## src/rtl/hazard_forward_unit.sv

```systemverilog
// Hazard and forwarding control beside the ID stage: operand forward selects, PC source,
// load-use stall and IF flush. Optional stall counter enabled by HAZ_STALL_CNT_EN.
module hazard_forward_unit #(
   parameter int REG_AW = 5,
   parameter int JSEL_W = 3
) (
   input  logic              clk,
   input  logic              rst_n,
   input  logic [REG_AW-1:0] id_rs,
   input  logic [REG_AW-1:0] id_rt,
   input  logic              id_rs_used,
   input  logic              id_rt_used,
   input  logic [REG_AW-1:0] id_rd,
   input  logic              id_wreg,
   input  logic              id_m2r,
   input  logic [2:0]        id_jtype,
   input  logic              id_taken,
   output logic [1:0]        fwd_a,
   output logic [1:0]        fwd_b,
   output logic [JSEL_W-1:0] pc_sel,
   output logic              stall,
   output logic              flush
`ifdef HAZ_STALL_CNT_EN
   ,
   output logic [31:0]       stall_cnt
`endif
);

   logic [REG_AW-1:0] ex_rd, mem_rd;
   logic              ex_wreg, ex_m2r, mem_wreg, mem_m2r;
   logic [JSEL_W-1:0] pc_raw;
   logic              use_a, use_b;

   // A load in EX has no data yet, so an EX match on a load falls through to MEM.
   function automatic logic [1:0] fwd_sel(
      input logic [REG_AW-1:0] src,
      input logic              used,
      input logic [REG_AW-1:0] e_rd,
      input logic              e_wreg,
      input logic              e_m2r,
      input logic [REG_AW-1:0] m_rd,
      input logic              m_wreg
   );
      if (!used || src == '0)                       return 2'b00;
      else if (e_wreg && e_rd == src && !e_m2r)     return 2'b01;
      else if (m_wreg && m_rd == src)               return 2'b10;
      else                                          return 2'b00;
   endfunction

   always_ff @(posedge clk or negedge rst_n) begin
      if (!rst_n) begin
         ex_rd    <= '0;
         ex_wreg  <= 1'b0;
         ex_m2r   <= 1'b0;
         mem_rd   <= '0;
         mem_wreg <= 1'b0;
         mem_m2r  <= 1'b0;
      end else begin
         mem_rd   <= ex_rd;
         mem_wreg <= ex_wreg;
         mem_m2r  <= ex_m2r;
         if (stall) begin
            ex_rd   <= '0;
            ex_wreg <= 1'b0;
            ex_m2r  <= 1'b0;
         end else begin
            ex_rd   <= id_rd;
            ex_wreg <= id_wreg;
            ex_m2r  <= id_m2r;
         end
      end
   end

   always_comb begin
      fwd_a = fwd_sel(id_rs, id_rs_used, ex_rd, ex_wreg, ex_m2r, mem_rd, mem_wreg);
      fwd_b = fwd_sel(id_rt, id_rt_used, ex_rd, ex_wreg, ex_m2r, mem_rd, mem_wreg);
   end

   always_comb begin
      use_a = id_rs_used && (id_rs == ex_rd);
      use_b = id_rt_used && (id_rt == ex_rd);
      stall = ex_wreg && ex_m2r && (ex_rd != '0) && (use_a || use_b);
   end

   always_comb begin
      pc_raw = '0;
      case (id_jtype)
         3'b001:         pc_raw = id_taken ? JSEL_W'(3'b001) : '0;
         3'b010, 3'b011: pc_raw = JSEL_W'(3'b010);
         3'b100, 3'b101: pc_raw = JSEL_W'(3'b100);
         default:        pc_raw = '0;
      endcase
      // A stalled ID instruction is replayed next cycle, so its transfer is deferred.
      pc_sel = stall ? '0 : pc_raw;
      flush  = (pc_sel != '0);
   end

`ifdef HAZ_STALL_CNT_EN
   always_ff @(posedge clk or negedge rst_n) begin
      if (!rst_n)     stall_cnt <= '0;
      else if (stall) stall_cnt <= stall_cnt + 32'd1;
   end
`endif

endmodule

```

## config.mk

```make
export PLATFORM = sky130hd
export DESIGN_NAME = hazard_forward_unit
export DESIGN_NICKNAME = d
export VERILOG_FILES = /design/src/rtl/hazard_forward_unit.sv
export SDC_FILE = /design/constraint.sdc
export NUM_CORES = 1
export LEC_CHECK = 0
export ABC_AREA = 1
export BUFFER_PORTS_ARGS = -buffer_cell sky130_fd_sc_hd__buf_2
export CORE_UTILIZATION = 50
export DETAILED_ROUTE_END_ITERATION = 6
export PLACE_DENSITY = 0.82
export SLEW_MARGIN = 20
export SYNTH_ARGS = -nofsm -noshare
export SYNTH_HDL_FRONTEND = slang
export SYNTH_SLANG_ARGS = --single-unit
```

## constraint.sdc

```tcl
create_clock -name clk -period 3.99 [get_ports clk]
set_clock_uncertainty 0.05 [all_clocks]
set_input_delay 0.798 -clock clk [delete_from_list [all_inputs] [get_ports clk]]
set_output_delay 0.798 -clock clk [all_outputs]
set_load 0.02 [all_outputs]
```

# Word-level counts from Yosys, hierarchy flattened
# Cells that the tools add are included.
# word_totals
inputBits	25
out_inout_bits	9
register_bits	13
# op_classes
eq_ne	11
reduce_logical	23
mux	12
# ops
op	count
equality test 5 bit	6
two-way mux 2 bit	6
logical AND 1 bit	11
zero test 5 bit	2
case mux 3 bit (3 select lines)	1
equality test 3 x 2 -> 1 bit (second input constant)	2
equality test 3 bit (second input constant)	2
two-way mux 5 bit	1
nonzero test 5 bit	1
OR reduction 2 bit	2
equality test 3 x 1 -> 1 bit (second input constant)	1
zero test 1 bit	3
logical OR 1 bit	3
two-way mux 1 bit	3
two-way mux 3 bit	1
nonzero test 3 bit	1

# Logic depth before layout (Yosys ltp)
# logic_depth
depth_word	6
depth_mapped	9
ltp_nobuf	9

# Least setup slack after synthesis
# No wires, ideal clock.
# synth_timing
path_type	in2out
from	input port id_rt[3]
to	output port fwd_b[0]
slack_ns	1.295
n_path_buf	0
path_stages	6
t_arrival_ns	1.847
path_cell_list	inv_1 nand2_1 nand2_1 nor2_1 nand3_1 nor4_1
# synth_between
elab_chain_len	5
# synth_lines
item	line	text
start: declaration	10	input logic [REG_AW-1:0] id_rt,
equality test 5 bit	45	else if (e_wreg && e_rd == src && !e_m2r) return 2'b01;
logical AND 1 bit (2 in a row)	45	
two-way mux 2 bit	45	
two-way mux 2 bit (*)	44	if (!used || src == '0) return 2'b00;
end: declaration	19	output logic [1:0] fwd_b,
# Mark *: on every way between the ends. The rest lies on a longest branch, timed or not.

# Worst setup path after layout
# layout_timing
from	input port id_rt[3]
to	output port pc_sel[0]
# layout_between
elab_chain_len	5
# layout_lines
item	line	text
equality test 5 bit	81	use_b = id_rt_used && (id_rt == ex_rd);
logical AND 1 bit	81	
logical OR 1 bit	82	stall = ex_wreg && ex_m2r && (ex_rd != '0) && (use_a || use_b);
logical AND 1 bit	82	
two-way mux 3 bit	94	pc_sel = stall ? '0 : pc_raw;
end: declaration	20	output logic [JSEL_W-1:0] pc_sel,
# No other way between the ends.

==> flow_summary.yaml <==
outcome:
  status: "finished, final reports clean"
cells_and_area:
  drive_above_1_share_pct: 27.8
  fin_nets: 188
  diodes: 0
  area_growth_pct: 25.1
  final_cell_area_um2: 1060
placed_design:
  place_area_um2: 1030
  place_congestion: 0.843
  dp_hpwl_um: 1570
  io_buffers: 33
clock_tree:
  cts-resized-gates: 0
  clk_pin_slew_worst_paths_ns: 0.08
  cts_root_buf: "clkbuf_4"
  clock_latency_ns: 0.27
  cts_tree: "done"
  cts_buffers: 3
  cts_setup_buffers: 0
  hold_buffers: 0
  numClockSinks: 13
  cts_htree_levels: 1
  clk_path_buf_depth: 2
yosys:
  yosysWarnings: 0
  yosysUniqueCellTypes: 17
  netlist_area_um2: 847
  synth_area_leaders: "dfrtp_1, nand2_1, inv_1"
  synth_largest_area_cell: "dfrtp_1"
  synth_nets: 150
  synth-edff-count: 0
  syn-instance-count: 125
  synth_commonest_cells: "nand2_1, inv_1, dfrtp_1, nor2_1"
  seq_area_frac_synth_pct: 38.4
  yosysMostFrequentCell: "nand2_1"
  avgSynthCellArea_um2: 6.78
  ys_ff_latch: 13
  yosysTopAreaCellShare_pct: 38.4
  ys.flop_type: "dfrtp_1"
  async_flop_share_pct: 100
floorplan:
  io_pins: 34
  die-area_um2: 1860
  initial_utilization_pct: 55.0
  fp.dieH_um: 43.2
  placementRows: 14
  dieWidth_um: 43.2
  core_area_um2: 1540
timing:
  period_needed_ns: 2.70
  worstMarginPinSlew_ns: 0.269
  relSlewSlack_pct: 82.1
  rsz0062_at_grt: "false"
  timing.final.crit_share_pct: 67.6
  slew_viol_final: 0
  tns_ns: 0
  fmax_ghz: 0.371
  hold_violations: 0
  setup_viol: 0
drt:
  ant_nets: 0
  via_per_inst: 4.98
  first_pass_iters: 4
  drt_iter0_drc: 25
  wl_per_cell_um: 10.4
  drcViolationCount: 0
  vias: 887
  routed_wl_um: 1840
setup_path:
  path_class: "in -> out"
  timing.rr.start: "ex_rd[3]$_DFF_PN0_"
  crit_fanout: 10
  startpoint_type: "input pin"
  r2r_slack_ns: 2.62
  endpoint_kind: "primary output"
  r2r_end: "ex_rd[0]$_DFF_PN0_"
  arrival_ns: 1.85
  cp.required_ns: 3.14
  worstRegToRegCells: 9
pwr:
  vdd_drop_max_uv: 230
  p_per_area_nw_per_um2: 271
  p_leak_nw: 0.649
global_routing:
  grt_pass1_wl_um: 3170
  grtUsageTotal_pct: 22.4
  grt_pass1_vias: 823
  gr-total-overflow: 0
  antenna_found_initial: 0
  grt_max_degree: 14
flow_run:
  maxCapViolCount: 0
hold_path:
  hold_class: "in -> async"
==> critical path, stage by stage <==
cell	delay, ns
buf_2	0.09
inv_1	0.07
nand2_1	0.07
nand2_1	0.05
nor2_1	0.16
nand4_1	0.11
nand2_1	0.10
nand2_2	0.08
inv_4	0.11
nor2_1	0.05
buf_2	0.15
==> cell usage in the layout, fill, tap and decap left out, drive strengths merged <==
cell | Yosys | routed
nand2 | 31 | 31
clkbuf | 0 | 3
inv | 29 | 29
or2 | 2 | 2
nand4 | 5 | 5
o21ai | 4 | 4
a21oi | 1 | 1
dfrtp | 13 | 13
buf | 0 | 33
xor2 | 5 | 5
nor3 | 7 | 7
nor4 | 2 | 2
xnor2 | 4 | 4
clkinv | 0 | 1
nand3 | 7 | 7
nor2 | 15 | 15
==> routing by layer <==
| metal | vias to the layer above | part of all wire [%] | track usage (%) | wire (um) |
|---|---|---|---|---|
| met4 | 0 | 0 | 10.3 | 0 |
| li1 | 455 | - | - | - |
| met1 | 402 | 42 | 28.2 | 775 |
| met2 | 30 | 53 | 38.2 | 974 |
| met5 | - | 0 | 0 | 0 |
| met3 | 0 | 5.2 | 2.13 | 95 |
==> area by class of cell <==
type | instances | area (um2)
sequential | 13 | 325
multi-input combinational | 83 | 410
clock buffer | 3 | 22.5
fill | 142 | 482
tap | 16 | 20.0
clock inverter | 1 | 5.00
timing repair buffer | 33 | 165
inverter | 29 | 111
==> worst max-delay path by stage <==
stage	startpoint	to	cells after the start
2_1_floorplan	id_rt[3]	fwd_b[0]	6
4_1_cts	id_rt[3]	pc_sel[0]	11
6_report	id_rt[3]	pc_sel[0]	11
3_5_place_dp	id_rt[3]	pc_sel[0]	11
5_1_grt	id_rs[0]	pc_sel[1]	11
3_3_place_gp	id_rt[3]	pc_sel[0]	11
==> report_power, final <==
part | internal [mW] | switching, mW | total, mW
Sequential | 0.139 | 0.00807 | 0.147
Combinational | 0.0272 | 0.0371 | 0.0642
Clock | 0.0370 | 0.0387 | 0.0757
Total | 0.203 | 0.0838 | 0.287
==> cell families after synthesis <==
family          synth area share (%)
compound gates                  2.95
xor+xnor                        9.31
simple gates                    36.2
flops                           38.4
buf+inv                         13.1
==> registers in the layout, indices dropped and copies added (netlist names) <==
register,flops
ex_m2r,1
ex_rd,5
ex_wreg,1
mem_rd,5
mem_wreg,1
==> through the flow <==
step                      hold slack [ns]  power, mW  utilization (%)  std cells  setup WS (ns)
after floorplan                     0.324      0.185                -        125           1.30
after global placement              0.347      0.211             67.0        174           1.34
after detailed placement            0.346      0.214             67.0        174           1.32
after CTS                           0.344      0.291             68.8        178           1.32
after global routing                0.348      0.308             68.8        178           1.16
final                               0.344      0.287             68.8        178           1.29
(Power assumes the default switching activity.)
